==> src/rtl/cpu_sequencer_if.sv <==
// Bus bundle between the CPU sequencer and its environment:
// instruction memory port, ALU operand/result port, status flags and debug read port.
interface cpu_sequencer_if;
    logic [7:0] imem_addr;
    logic [7:0] imem_data;
    logic [7:0] alu_a;
    logic [7:0] alu_b;
    logic [1:0] alu_op;
    logic [7:0] alu_result;
    logic       alu_zero;
    logic       alu_neg;
    logic       halted;
    logic       flag_z;
    logic       flag_n;
    logic [1:0] dbg_sel;
    logic [7:0] dbg_data;

    // Sequencer side
    modport master (
        output imem_addr, alu_a, alu_b, alu_op, halted, flag_z, flag_n, dbg_data,
        input  imem_data, alu_result, alu_zero, alu_neg, dbg_sel
    );

    // Environment side (memory, ALU, debug host)
    modport slave (
        input  imem_addr, alu_a, alu_b, alu_op, halted, flag_z, flag_n, dbg_data,
        output imem_data, alu_result, alu_zero, alu_neg, dbg_sel
    );
endinterface

==> src/rtl/cpu_sequencer.sv <==
// Multi-cycle fetch/decode/execute sequencer for the 8-bit CPU.
// Owns pc, ir, the 4x8 register file and the Z/N flags; the ALU itself is external.
module cpu_sequencer #(
    parameter logic [7:0] RESET_PC = 8'h00,
    parameter int         NUM_REGS = 4
) (
    input  logic            clk,
    input  logic            rst,
    cpu_sequencer_if.master bus
);

    typedef enum logic [2:0] {
        S_FETCH,
        S_DECODE,
        S_EXEC,
        S_IMM,
        S_HALT
    } state_t;

    localparam logic [1:0] CLS_ALU  = 2'b00;
    localparam logic [1:0] CLS_LDI  = 2'b01;
    localparam logic [1:0] CLS_BR   = 2'b10;

    state_t     state_q, state_d;
    logic [7:0] pc_q, pc_d;
    logic [7:0] ir_q, ir_d;
    logic [7:0] regs_q [NUM_REGS];
    logic [7:0] regs_d [NUM_REGS];
    logic       flag_z_q, flag_z_d;
    logic       flag_n_q, flag_n_d;
    logic       halted_q, halted_d;

    logic [1:0] cls;
    logic [1:0] cc;
    logic [1:0] rd;
    logic [1:0] rs;
    logic       br_taken;

    assign cls = ir_q[7:6];
    assign cc  = ir_q[5:4];
    assign rd  = ir_q[3:2];
    assign rs  = ir_q[1:0];

    // Branch condition evaluated against the flags as currently latched
    always_comb begin
        br_taken = 1'b0;
        case (cc)
            2'b00: br_taken = 1'b1;
            2'b01: br_taken = flag_z_q;
            2'b10: br_taken = flag_n_q;
            2'b11: br_taken = ~flag_z_q;
            default: br_taken = 1'b0;
        endcase
    end

    // Next-state logic for the control FSM and all architectural state
    always_comb begin
        state_d  = state_q;
        pc_d     = pc_q;
        ir_d     = ir_q;
        regs_d   = regs_q;
        flag_z_d = flag_z_q;
        flag_n_d = flag_n_q;
        halted_d = halted_q;
        case (state_q)
            S_FETCH: begin
                // Memory is sampling imem_addr=pc this cycle; data arrives in DECODE
                state_d = S_DECODE;
            end
            S_DECODE: begin
                ir_d    = bus.imem_data;
                pc_d    = pc_q + 8'd1;
                state_d = S_EXEC;
            end
            S_EXEC: begin
                case (cls)
                    CLS_ALU: begin
                        regs_d[rd] = bus.alu_result;
                        flag_z_d   = bus.alu_zero;
                        flag_n_d   = bus.alu_neg;
                        state_d    = S_FETCH;
                    end
                    CLS_LDI, CLS_BR: begin
                        // pc already points at the immediate byte; let memory fetch it
                        state_d = S_IMM;
                    end
                    default: begin
                        halted_d = 1'b1;
                        state_d  = S_HALT;
                    end
                endcase
            end
            S_IMM: begin
                if (cls == CLS_LDI) begin
                    regs_d[rd] = bus.imem_data;
                    pc_d       = pc_q + 8'd1;
                end else if (br_taken) begin
                    pc_d = bus.imem_data;
                end else begin
                    pc_d = pc_q + 8'd1;
                end
                state_d = S_FETCH;
            end
            S_HALT: begin
                // Terminal: everything frozen until reset
                state_d = S_HALT;
            end
            default: state_d = S_FETCH;
        endcase
    end

    // State registers with synchronous reset; reset aborts any instruction in flight
    always_ff @(posedge clk) begin
        if (rst) begin
            state_q  <= S_FETCH;
            pc_q     <= RESET_PC;
            ir_q     <= 8'h00;
            flag_z_q <= 1'b0;
            flag_n_q <= 1'b0;
            halted_q <= 1'b0;
            for (int i = 0; i < NUM_REGS; i++) begin
                regs_q[i] <= 8'h00;
            end
        end else begin
            state_q  <= state_d;
            pc_q     <= pc_d;
            ir_q     <= ir_d;
            flag_z_q <= flag_z_d;
            flag_n_q <= flag_n_d;
            halted_q <= halted_d;
            for (int i = 0; i < NUM_REGS; i++) begin
                regs_q[i] <= regs_d[i];
            end
        end
    end

    assign bus.imem_addr = pc_q;
    assign bus.alu_a     = regs_q[rd];
    assign bus.alu_b     = regs_q[rs];
    assign bus.alu_op    = ir_q[5:4];
    assign bus.halted    = halted_q;
    assign bus.flag_z    = flag_z_q;
    assign bus.flag_n    = flag_n_q;
    assign bus.dbg_data  = regs_q[bus.dbg_sel];

endmodule

==> src/flat_wrapper.sv <==
// flat-port wrapper written by rule: the top's interface ports become plain ports
module cpu_sequencer_flat 
#(
    parameter logic [7:0] RESET_PC = 8'h00,
    parameter int         NUM_REGS = 4
)
  (clk, rst, bus_imem_addr, bus_alu_a, bus_alu_b, bus_alu_op, bus_halted, bus_flag_z, bus_flag_n, bus_dbg_data, bus_imem_data, bus_alu_result, bus_alu_zero, bus_alu_neg, bus_dbg_sel);
  cpu_sequencer_if bus_i ();
  input  logic clk;
  input  logic rst;
  output wire logic [$bits(bus_i.imem_addr)-1:0] bus_imem_addr;
  output wire logic [$bits(bus_i.alu_a)-1:0] bus_alu_a;
  output wire logic [$bits(bus_i.alu_b)-1:0] bus_alu_b;
  output wire logic [$bits(bus_i.alu_op)-1:0] bus_alu_op;
  output wire logic [$bits(bus_i.halted)-1:0] bus_halted;
  output wire logic [$bits(bus_i.flag_z)-1:0] bus_flag_z;
  output wire logic [$bits(bus_i.flag_n)-1:0] bus_flag_n;
  output wire logic [$bits(bus_i.dbg_data)-1:0] bus_dbg_data;
  input wire logic [$bits(bus_i.imem_data)-1:0] bus_imem_data;
  input wire logic [$bits(bus_i.alu_result)-1:0] bus_alu_result;
  input wire logic [$bits(bus_i.alu_zero)-1:0] bus_alu_zero;
  input wire logic [$bits(bus_i.alu_neg)-1:0] bus_alu_neg;
  input wire logic [$bits(bus_i.dbg_sel)-1:0] bus_dbg_sel;
  assign bus_imem_addr = bus_i.imem_addr;
  assign bus_alu_a = bus_i.alu_a;
  assign bus_alu_b = bus_i.alu_b;
  assign bus_alu_op = bus_i.alu_op;
  assign bus_halted = bus_i.halted;
  assign bus_flag_z = bus_i.flag_z;
  assign bus_flag_n = bus_i.flag_n;
  assign bus_dbg_data = bus_i.dbg_data;
  assign bus_i.imem_data = bus_imem_data;
  assign bus_i.alu_result = bus_alu_result;
  assign bus_i.alu_zero = bus_alu_zero;
  assign bus_i.alu_neg = bus_alu_neg;
  assign bus_i.dbg_sel = bus_dbg_sel;
  cpu_sequencer #(.RESET_PC(RESET_PC), .NUM_REGS(NUM_REGS)) u_core (.clk(clk), .rst(rst), .bus(bus_i));
endmodule
==> config.mk <==
export PLATFORM = sky130hd
export DESIGN_NAME = cpu_sequencer_flat
export DESIGN_NICKNAME = d
export VERILOG_FILES = /design/src/rtl/cpu_sequencer_if.sv /design/src/rtl/cpu_sequencer.sv /design/src/flat_wrapper.sv
export SDC_FILE = /design/constraint.sdc
export NUM_CORES = 1
export LEC_CHECK = 0
export ABC_CLOCK_PERIOD_IN_PS = 5050
export CORE_AREA = 2 2 90 101
export CTS_CLUSTER_DIAMETER = 40
export DETAILED_ROUTE_END_ITERATION = 16
export DIE_AREA = 0 0 92 103
export SYNTH_ARGS = -nofsm -noshare
export SYNTH_HDL_FRONTEND = slang
export SYNTH_SLANG_ARGS = --single-unit
==> constraint.sdc <==
create_clock -name clk -period 5.05 [get_ports clk]
set_input_delay 1.01 -clock clk [delete_from_list [all_inputs] [get_ports clk]]
set_output_delay 1.01 -clock clk [all_outputs]
set_load 0.01 [all_outputs]
==> flow_metrics.tcl <==
set metrics [dict create \
    regToRegSetupSlack_ns 2.70 \
    netlist_area_mm2 0.00291 \
    std_cell_rows 36 \
    worstMarginPinSlew_ns 1.01 \
    clk_latency_ns 0.30 \
    final_nets 355 \
    worst_r2r_path_depth 5 \
    hold_slack_ns 0.503 \
    slowest_delay_ns 0.85 \
    antenna_found_initial 0 \
    drcViolationCount 0 \
    initial_core_util_pct 33.9 \
    most-common-layout-cells "clkdlybuf4s50_1 (57), dfxtp_1 (54), nor2_1 (52), a211oi_1 (27), mux4_2 (24)" \
    min_period_ns 3.96 \
    clkTransAtPathRegs_ns 0.10 \
    p_leak_nw 1.16 \
    cap_violations 0 \
    n_antenna_cell 0 \
    routedWlPerCell_um 16.1 \
    worst-path-max-fanout 8 \
    dp_hpwl_mm 4.99 \
    synth.distinct_cells 40 \
    overflow 0 \
    power_density_mw_per_mm2 254 \
    hold_class "reg2reg" \
    outcome "complete, no violations" \
    worst_r2r_startpoint "u_core.state_q[1]" \
    ys_async_sr_fraction_pct 0 \
    numCtsBuffers 5 \
    grt_max_degree 55 \
    synth-edff-count 0 \
    fp.dieArea_mm2 0.00948 \
    arrival_ns 2.95 \
    drtAntennaViolNets 0 \
    ys_seq_area_share_pct 37.2 \
    final-max-slew-violation-count 0 \
    synth.net_count 314 \
    worstSetupEndpointType "output pin" \
    crit_required_ns 4.04 \
    synth_area_leader_cell "dfxtp_1" \
    cts_sinks 54 \
    synth_top_area_share_pct 37.2 \
    relSlewSlack_pct 32.7 \
    io_pins 59 \
    htree_levels 2 \
    netlist_instances 288 \
    tns_ns 0 \
    die_w_um 92 \
    r2r-end "u_core.regs_q[0]" \
    die_y_um 103 \
    synth-seq-cells 54 \
    clockBufferDepth 2 \
    ir_drop_uv 135 \
    critPathLaunch "bus_dbg_sel[0]" \
    cts_tree "done" \
    drtPass1Iterations 4 \
    layout_worst_path_cycle_share_pct 78.4 \
    vias 2337 \
    hold_viol 0 \
    drive_above_1_share_pct 12.1 \
    area.growth.synth_to_final_pct 23.4 \
    crit_chain "clkdlybuf4s50_1, mux4_2, clkdlybuf4s50_1" \
    crit_path_start_kind "input pin" \
    skew_ns 0.00978 \
    vias_per_cell 5.26 \
    path_class "in2out" \
    critPathCapture "bus_dbg_data[6]" \
    grt_pass1_wl_mm 11.9 \
    max_freq_mhz 252 \
    core_mm2 0.00856 \
    gp_congestion 0.879 \
    post_cts_resized 0 \
    grtUsageTotal_pct 16.1 \
    root_buffer "clkbuf_8" \
    synth_area_leaders "dfxtp_1 (37%), mux4_2 (19%), a211oi_1 (7.0%)" \
    slowest_stage "clkdlybuf4s50_1" \
    syn_area_per_cell_um2 10.1 \
    synth_top_flop_cell "dfxtp_1" \
    final_common_cell "clkdlybuf4s50_1" \
    port_buffers 58 \
    setup_viol 0 \
    post_cts_buffers 0 \
    drt_wl_total_mm 7.16 \
    crit_top_cell "clkdlybuf4s50_1" \
    ys_warn_count 0 \
    rsz0062_at_grt "false" \
    cts_hold_buf 0 \
    grt_pass1_vias 2296 \
    drtIter0Drc 86 \
]
where the power goes:
| part | internal, mW | switching (mW) |
|---|---|---|
| combinational | 0.0964 | 0.0808 |
| sequential | 0.444 | 0.0354 |
| clock | 0.111 | 0.141 |
| total | 0.651 | 0.257 |
how the worst min path moves through the flow:
| stage | from | end | slack, ns | depth (start not counted) |
|---|---|---|---|---|
| detailed placement | u_core.bus.halted | u_core.bus.halted | 0.49 | 2 |
| global route | u_core.bus.halted | u_core.bus.halted | 0.53 | 2 |
| floorplan | u_core.ir_q[7] | u_core.ir_q[7] | 0.47 | 2 |
| CTS | u_core.bus.halted | u_core.bus.halted | 0.51 | 2 |
| global placement | u_core.bus.halted | u_core.bus.halted | 0.48 | 2 |
| finish | u_core.bus.halted | u_core.bus.halted | 0.50 | 2 |
synthesized netlist by cell type, types with 5 or more instances:
master    count
a211oi_1     27
a21oi_1      17
buf_2         5
clkbuf_1     12
dfxtp_1      54
mux2i_1      11
mux4_2       24
nand2_1      19
nor2_1       52
o21ai_0      10
critical path: cells and delay by family:
kind	cells	cell delay, ns
muxes	1	0.59
buffers and inverters	2	1.34
sequential cells by signal, summed over array words and instances, names as in the netlist:
signal                flops
u_core.bus.halted         1
u_core.state_q            3
u_core.bus.flag_z         1
u_core.bus.flag_n         1
u_core.ir_q               8
u_core.regs_q            32
u_core.bus.imem_addr      8
layout make-up:
cell class	instances	area [µm²]
Inverter	4	15.0
Multi-Input combinational cell	206	1680
Clock buffer	6	82.6
Fill cell	883	4970
Tap cell	114	143
Clock inverter	2	12.5
Timing Repair Buffer	58	576
Sequential cell	54	1080
per-layer routing:
layer	wire, µm	global-route usage (%)	share of wire (%)	vias to the layer above
met3	296	2.56	4.1	4
met2	3470	27.4	48	55
met1	3320	21.6	46	1131
li1	-	-	-	1147
met5	0	0	0	-
met4	72	4.13	1.0	0
through the flow:
step / utilization, % / setup WS, ns / cell area, µm² / power (mW) / cells
after global placement: 40.8 / 1.06 / 3490 / 0.665 / 436
after floorplan: - / 2.04 / 2910 / 0.595 / 288
after global routing: 41.9 / 0.991 / 3580 / 0.957 / 444
after CTS: 41.9 / 1.05 / 3580 / 0.920 / 444
final: 41.9 / 1.09 / 3580 / 0.909 / 444
after detailed placement: 40.8 / 1.05 / 3490 / 0.669 / 436
cells by family (layout without fill, tap and decap cells):
| logic type | Yosys count | after routing | synth area share, % |
|---|---|---|---|
| and+or+nand+nor | 97 | 97 | 16.7 |
| AOI/OAI and AO/OA | 64 | 64 | 14.6 |
| DFF | 54 | 54 | 37.2 |
| muxes | 36 | 36 | 23.2 |
| buffers and inverters | 28 | 70 | 5.12 |
| xor gates and xnor gates | 5 | 5 | 1.51 |
| adders and majority gates | 4 | 4 | 1.72 |
(Power assumes the default switching activity.)
